===== config.mk =====
export PLATFORM = sky130hd
export DESIGN_NAME = bank_sync_requester_flat
export DESIGN_NICKNAME = d
export VERILOG_FILES = /design/src/rtl/bank_sync_requester_if.sv /design/src/rtl/bank_sync_requester.sv /design/src/flat_wrapper.sv
export SDC_FILE = /design/constraint.sdc
export NUM_CORES = 1
export LEC_CHECK = 0
export CAP_MARGIN = 20
export CORE_MARGIN = 2
export CORE_UTILIZATION = 51
export DETAILED_ROUTE_END_ITERATION = 10
export PLACE_DENSITY = 0.81
export SYNTH_ARGS = -nofsm -noshare
export SYNTH_HDL_FRONTEND = slang
export SYNTH_SLANG_ARGS = --single-unit

===== constraint.sdc =====
create_clock -name clk -period 18.3 [get_ports clk]
set_input_delay 2.745 -clock clk [delete_from_list [all_inputs] [get_ports clk]]
set_output_delay 2.745 -clock clk [all_outputs]
set_load 0.03 [all_outputs]

===== src/rtl/bank_sync_requester_if.sv =====
// Command and sync channels between the bank-command decoder,
// the requester and the row-sync engine.
interface bank_sync_requester_if #(
  parameter int BGWIDTH   = 2,
  parameter int BAWIDTH   = 2,
  parameter int ADDRWIDTH = 17
);
  localparam int NBANKS = 2 ** (BGWIDTH + BAWIDTH);

  logic                 cmd_valid;
  logic                 cmd_ready;
  logic [2:0]           cmd;
  logic [BGWIDTH-1:0]   bg;
  logic [BAWIDTH-1:0]   ba;
  logic [ADDRWIDTH-1:0] row;
  logic                 stall;
  logic [NBANKS-1:0]    sync;
  logic                 sync_wb;
  logic                 cmd_err;

  modport master (
    output cmd_valid, cmd, bg, ba, row, stall,
    input  cmd_ready, sync, sync_wb, cmd_err
  );

  modport slave (
    input  cmd_valid, cmd, bg, ba, row, stall,
    output cmd_ready, sync, sync_wb, cmd_err
  );
endinterface


===== src/rtl/bank_sync_requester.sv =====
// Per-bank DDR4 state tracker that issues row fetch / write-back
// sync requests to the row-sync engine.
module bank_sync_requester #(
  parameter int BGWIDTH   = 2,
  parameter int BAWIDTH   = 2,
  parameter int ADDRWIDTH = 17
) (
  input  logic clk,
  input  logic reset,
  bank_sync_requester_if.slave bus,
  output logic [(2**(BGWIDTH+BAWIDTH))*5-1:0]         BankFSM,
  output logic [(2**(BGWIDTH+BAWIDTH))*ADDRWIDTH-1:0] RowId
);
  localparam int NBANKS = 2 ** (BGWIDTH + BAWIDTH);
  localparam int IW     = BGWIDTH + BAWIDTH;

  localparam logic [4:0] ST_IDLE = 5'b00000;
  localparam logic [4:0] ST_OPEN = 5'b00011;
  localparam logic [4:0] ST_RD   = 5'b01011;
  localparam logic [4:0] ST_WR   = 5'b10010;

  localparam logic [2:0] CMD_NOP  = 3'd0;
  localparam logic [2:0] CMD_ACT  = 3'd1;
  localparam logic [2:0] CMD_RD   = 3'd2;
  localparam logic [2:0] CMD_WR   = 3'd3;
  localparam logic [2:0] CMD_PRE  = 3'd4;
  localparam logic [2:0] CMD_PREA = 3'd5;

  logic [4:0]           st_q  [NBANKS];
  logic [4:0]           st_n  [NBANKS];
  logic [ADDRWIDTH-1:0] row_q [NBANKS];
  logic [ADDRWIDTH-1:0] row_n [NBANKS];

  logic [NBANKS-1:0] dirty_q, dirty_n;
  logic [NBANKS-1:0] pend_q, pend_n;
  logic [NBANKS-1:0] type_q, type_n;
  logic [NBANKS-1:0] sync_q, sync_n;
  logic              wb_q, wb_n;
  logic              err_q, err_n;
  logic              accept;
  logic [IW-1:0]     idx;

  assign idx = {bus.bg, bus.ba};

  // An issued sync still counts as outstanding during its pulse
  assign bus.cmd_ready = !reset && !bus.stall
                      && (pend_q == '0) && (sync_q == '0);
  assign accept = bus.cmd_valid && bus.cmd_ready;

  always_comb begin
    st_n    = st_q;
    row_n   = row_q;
    dirty_n = dirty_q;
    pend_n  = pend_q;
    type_n  = type_q;
    err_n   = 1'b0;
    sync_n  = '0;
    wb_n    = 1'b0;

    if (accept) begin
      unique case (bus.cmd)
        CMD_NOP: begin
        end
        CMD_ACT: begin
          if (st_q[idx] == ST_IDLE) begin
            st_n[idx]    = ST_OPEN;
            row_n[idx]   = bus.row;
            dirty_n[idx] = 1'b0;
            pend_n[idx]  = 1'b1;
            type_n[idx]  = 1'b0;
          end else begin
            err_n = 1'b1;
          end
        end
        CMD_RD: begin
          if (st_q[idx] != ST_IDLE) st_n[idx] = ST_RD;
          else err_n = 1'b1;
        end
        CMD_WR: begin
          if (st_q[idx] != ST_IDLE) begin
            st_n[idx]    = ST_WR;
            dirty_n[idx] = 1'b1;
          end else begin
            err_n = 1'b1;
          end
        end
        CMD_PRE, CMD_PREA: begin
          for (int k = 0; k < NBANKS; k++) begin
            if ((bus.cmd == CMD_PREA || idx == IW'(k))
                && st_q[k] != ST_IDLE) begin
              st_n[k] = ST_IDLE;
              if (dirty_q[k]) begin
                pend_n[k]  = 1'b1;
                type_n[k]  = 1'b1;
                dirty_n[k] = 1'b0;
              end
            end
          end
        end
        default: err_n = 1'b1;
      endcase
    end

    // Descending scan leaves the lowest pending bank selected
    if (!bus.stall) begin
      for (int k = NBANKS - 1; k >= 0; k--) begin
        if (pend_n[k]) begin
          sync_n    = '0;
          sync_n[k] = 1'b1;
          wb_n      = type_n[k];
        end
      end
    end
    pend_n = pend_n & ~sync_n;
  end

  always_ff @(posedge clk or posedge reset) begin
    if (reset) begin
      st_q    <= '{default: '0};
      row_q   <= '{default: '0};
      dirty_q <= '0;
      pend_q  <= '0;
      type_q  <= '0;
      sync_q  <= '0;
      wb_q    <= 1'b0;
      err_q   <= 1'b0;
    end else begin
      st_q    <= st_n;
      row_q   <= row_n;
      dirty_q <= dirty_n;
      pend_q  <= pend_n;
      type_q  <= type_n;
      sync_q  <= sync_n;
      wb_q    <= wb_n;
      err_q   <= err_n;
    end
  end

  for (genvar g = 0; g < NBANKS; g++) begin : g_out
    assign BankFSM[5*g +: 5]             = st_q[g];
    assign RowId[ADDRWIDTH*g +: ADDRWIDTH] = row_q[g];
  end

  assign bus.sync    = sync_q;
  assign bus.sync_wb = wb_q;
  assign bus.cmd_err = err_q;
endmodule

===== src/flat_wrapper.sv =====
// flat-port wrapper written by rule: the top's interface ports become plain ports
module bank_sync_requester_flat 
#(
  parameter int BGWIDTH   = 2,
  parameter int BAWIDTH   = 2,
  parameter int ADDRWIDTH = 17
)
  (clk, reset, BankFSM, RowId, bus_cmd_valid, bus_cmd, bus_bg, bus_ba, bus_row, bus_stall, bus_cmd_ready, bus_sync, bus_sync_wb, bus_cmd_err);
  bank_sync_requester_if #(.BGWIDTH(BGWIDTH), .BAWIDTH(BAWIDTH), .ADDRWIDTH(ADDRWIDTH)) bus_i ();
  input  logic clk;
  input  logic reset;
  output logic [(2**(BGWIDTH+BAWIDTH))*5-1:0] BankFSM;
  output logic [(2**(BGWIDTH+BAWIDTH))*ADDRWIDTH-1:0] RowId;
  input wire logic [$bits(bus_i.cmd_valid)-1:0] bus_cmd_valid;
  input wire logic [$bits(bus_i.cmd)-1:0] bus_cmd;
  input wire logic [$bits(bus_i.bg)-1:0] bus_bg;
  input wire logic [$bits(bus_i.ba)-1:0] bus_ba;
  input wire logic [$bits(bus_i.row)-1:0] bus_row;
  input wire logic [$bits(bus_i.stall)-1:0] bus_stall;
  output wire logic [$bits(bus_i.cmd_ready)-1:0] bus_cmd_ready;
  output wire logic [$bits(bus_i.sync)-1:0] bus_sync;
  output wire logic [$bits(bus_i.sync_wb)-1:0] bus_sync_wb;
  output wire logic [$bits(bus_i.cmd_err)-1:0] bus_cmd_err;
  assign bus_i.cmd_valid = bus_cmd_valid;
  assign bus_i.cmd = bus_cmd;
  assign bus_i.bg = bus_bg;
  assign bus_i.ba = bus_ba;
  assign bus_i.row = bus_row;
  assign bus_i.stall = bus_stall;
  assign bus_cmd_ready = bus_i.cmd_ready;
  assign bus_sync = bus_i.sync;
  assign bus_sync_wb = bus_i.sync_wb;
  assign bus_cmd_err = bus_i.cmd_err;
  bank_sync_requester #(.BGWIDTH(BGWIDTH), .BAWIDTH(BAWIDTH), .ADDRWIDTH(ADDRWIDTH)) u_core (.clk(clk), .reset(reset), .bus(bus_i), .BankFSM(BankFSM), .RowId(RowId));
endmodule

==> summary.md <==
| Metric | Value |
|---|---|
| Max-Cap Viols | `0` |
| Post-synthesis sequential area ratio | `59.37%` |
| First-pass GRT wire length | `88.40 mm` |
| IO Pins | `399` |
| Die W | `189.9 um` |
| PwrDens | `87.91 nW/um2` |
| CTS tree | `yes` |
| Period utilization | `43.58%` |
| Simple-Gate Fraction of Synth Area | `12.40%` |
| RSZ-0062 raised after global routing | `no` |
| Clock Path Buffers | `3` |
| Tmin final | `7.976 ns` |
| Max-slew violation count | `0` |
| Nets | `1,878` |
| Commonest non-fill, non-tap cell in the layout | `dfrtp_1` |
| GRT overflow | `0` |
| Crit-path max cell delay | `0.74 ns` |
| Setup ws final | `10.32 ns` |
| Most frequent CP cell | `clkdlybuf4s50_1` |
| Setup WS pre-CTS | `10.41 ns` |
| Crit Path Class | `input port to output port` |
| Leak | `0.01077 uW` |
| Mapped Avg Cell Area | `12.03 um2` |
| DRC | `0` |
| Post-Synth XOR/XNOR Area | `0%` |
| Crit path launch type | `input port` |
| Max_slew headroom | `23.88%` |
| Maximum clock rate | `125.4 MHz` |
| CTS Sinks | `418` |
| ANT nets after route | `0` |
| DIE AREA | `36,040 um2` |
| Hold Path Depth | `2` |
| CP Cell Sequence | `clkdlybuf4s50_1, nor4_1, and4_1, nand2_1, nor2_1, clkdlybuf4s50_1` |
| H-tree depth reported by CTS | `2` |
| WP data arrival | `5.23 ns` |
| Number of synthesized flops with an enable pin | `0` |
| Vias in the first global route | `14,390` |
| Clk root buf | `clkbuf_16` |
| Die Ht | `189.9 um` |
| Vias/cell | `6.015` |
| Gate count after technology mapping | `1,464` |
| HP Class | `register to register` |
| Drt initial violations | `1,135` |
| Top_reg_cell synth | `dfrtp_1` |
| Commonest cells after routing, fill and taps aside | `418 x dfrtp_1, 398 x clkdlybuf4s50_1, 247 x mux2_2` |
| Post-cts sizing count | `0` |
| CP required | `15.55 ns` |
| Placeable Area | `34,290 um2` |
| DR vias | `14,050` |
| Endpoints failing hold | `0` |
| Tot Pwr | `2064 uW` |
| Synth Register Bits | `418` |
| GRT Util Overall | `32.58%` |
| Starting Density | `51.38%` |
| Clock slew at reported path FFs | `0.06 ns` |
| Final WL | `59.10 mm` |
| Initial antenna violation count | `1` |
| Largest net degree at the start of global routing | `166` |
| Clock skew | `0.02771 ns` |
| Mapped cell area | `17,620 um2` |
| GP Congestion | `0.9588` |
| Synth Warn # | `0` |
| R2r worst-path depth | `9` |
| Drt pass-1 iters | `5` |
| Number of port buffers | `398` |
| Max FO, Critical Path | `5` |
| CTS Hold Bufs | `0` |
| Share of cells above drive strength 1 | `20.49%` |
| FP Rows | `68` |
| Adder-cell area share of the yosys netlist | `0%` |
| CP Capture Type | `output port` |
| Post-CTS setup buffers | `0` |
| Mux cell area share after synthesis | `16.61%` |
| Worst slew pin tran | `1.133 ns` |
| Setup TNS | `0 ns` |
| Worst-Skew Late Latency | `0.56 ns` |
| Synthesized Nets | `1,492` |
| Endpoints failing setup | `0` |
| CTS Buf Count | `43` |
| Largest family of logic cells by synthesized area | `multiplexers` |
| Area grow syn2layout | `33.30%` |
| Async S/R FF share, synth | `100.0%` |
| Routed WL per cell | `25.31 um` |
| Status | `finished clean` |
| Max rail drop VDD | `0.07436 mV` |
| Synth Area in Compound Gates | `9.233%` |
| Distinct cells, synth | `76` |
| Slowest cell on crit path | `clkdlybuf4s50_1` |
| DP Wirelength | `41.06 mm` |
## sequential cells by signal, indices dropped and copies added, names as in the netlist
register            cells
u_core.bus.sync_wb      1
u_core.BankFSM         80
u_core.RowId          272
u_core.type_q          16
u_core.dirty_q         16
u_core.bus.cmd_err      1
u_core.pend_q          16
u_core.bus.sync        16
## layer usage
| layer | up-vias | wire [um] | global-route usage [%] |
|---|---|---|---|
| met5 | - | 0 | 0 |
| met3 | 152 | 5608 | 9.537 |
| li1 | 5990 | - | - |
| met4 | 0 | 2509 | 13.66 |
| met2 | 732 | 28070 | 52.47 |
| met1 | 7172 | 22900 | 41.38 |
## final timing paths
check | start | to | slack (ns)
worst max-delay path | reset | bus_cmd_ready | 10.32
worst min-delay path | u_core.RowId[267] | u_core.RowId[267] | 0.47
worst max register to register | u_core.BankFSM[4] | u_core.bus.sync[15] | 13.89
worst min register to register | u_core.RowId[267] | u_core.RowId[267] | 0.47
max in group asynchronous | reset | u_core.RowId[114] | 13.81
min in group asynchronous | reset | u_core.RowId[153] | 2.64
## worst max-delay path, delay by kind of cell
| family | cells | cell delay [ns] |
|---|---|---|
| buffers and inverters | 2 | 1.25 |
| and+or+nand+nor | 4 | 1.23 |
## cell families after synthesis
family	after synthesis
buf+inv	93
flops	418
compound gates	267
simple gates	430
mux	256
## power by group
group | leakage (uW) | internal (uW) | switching [uW]
Clock | 0.000691 | 520 | 368
Sequential | 0.00577 | 947 | 19.2
Combinational | 0.00431 | 70.3 | 140
Total | 0.0108 | 1540 | 527
## synth_stat cells (all sizes together) (7+ instances only)
cell	count	area [um2]
a211oi	11	100.1
a21oi	58	290.3
a22oi	11	82.58
a31oi	13	81.33
and2	8	50.05
buf	32	190.2
clkbuf	49	183.9
dfrtp	418	10460
inv	12	45.04
mux2	251	2826
nand2	138	518.0
nand2b	10	62.56
nand3	19	100.1
nor2	126	485.5
nor3	37	215.2
nor4	30	266.5
o21a	16	120.1
o21ai	113	565.5
or2	10	65.07
or4	7	56.30
## final cells by class
type / count / area (um2)
antenna: 1 / 2.502
clock buffer: 62 / 1259
clock inverter: 12 / 158.9
fill: 2450 / 10800
inverter: 12 / 52.55
multi-input combinational: 953 / 6800
sequential: 418 / 10460
tap: 455 / 569.3
timing repair buffer: 422 / 4182
## metrics by stage
step                      cells  area, um2  utilization (%)  hold slack [ns]
after global placement     2258      22030            64.25           0.4494
after global routing       2335      23480            68.49           0.5024
after detailed placement   2258      22030            64.25           0.4554
after CTS                  2332      23450            68.39           0.4701
final                      2335      23480            68.49           0.4684
after floorplan            1464      17620                -           0.4493
(Power assumes the default switching activity.)
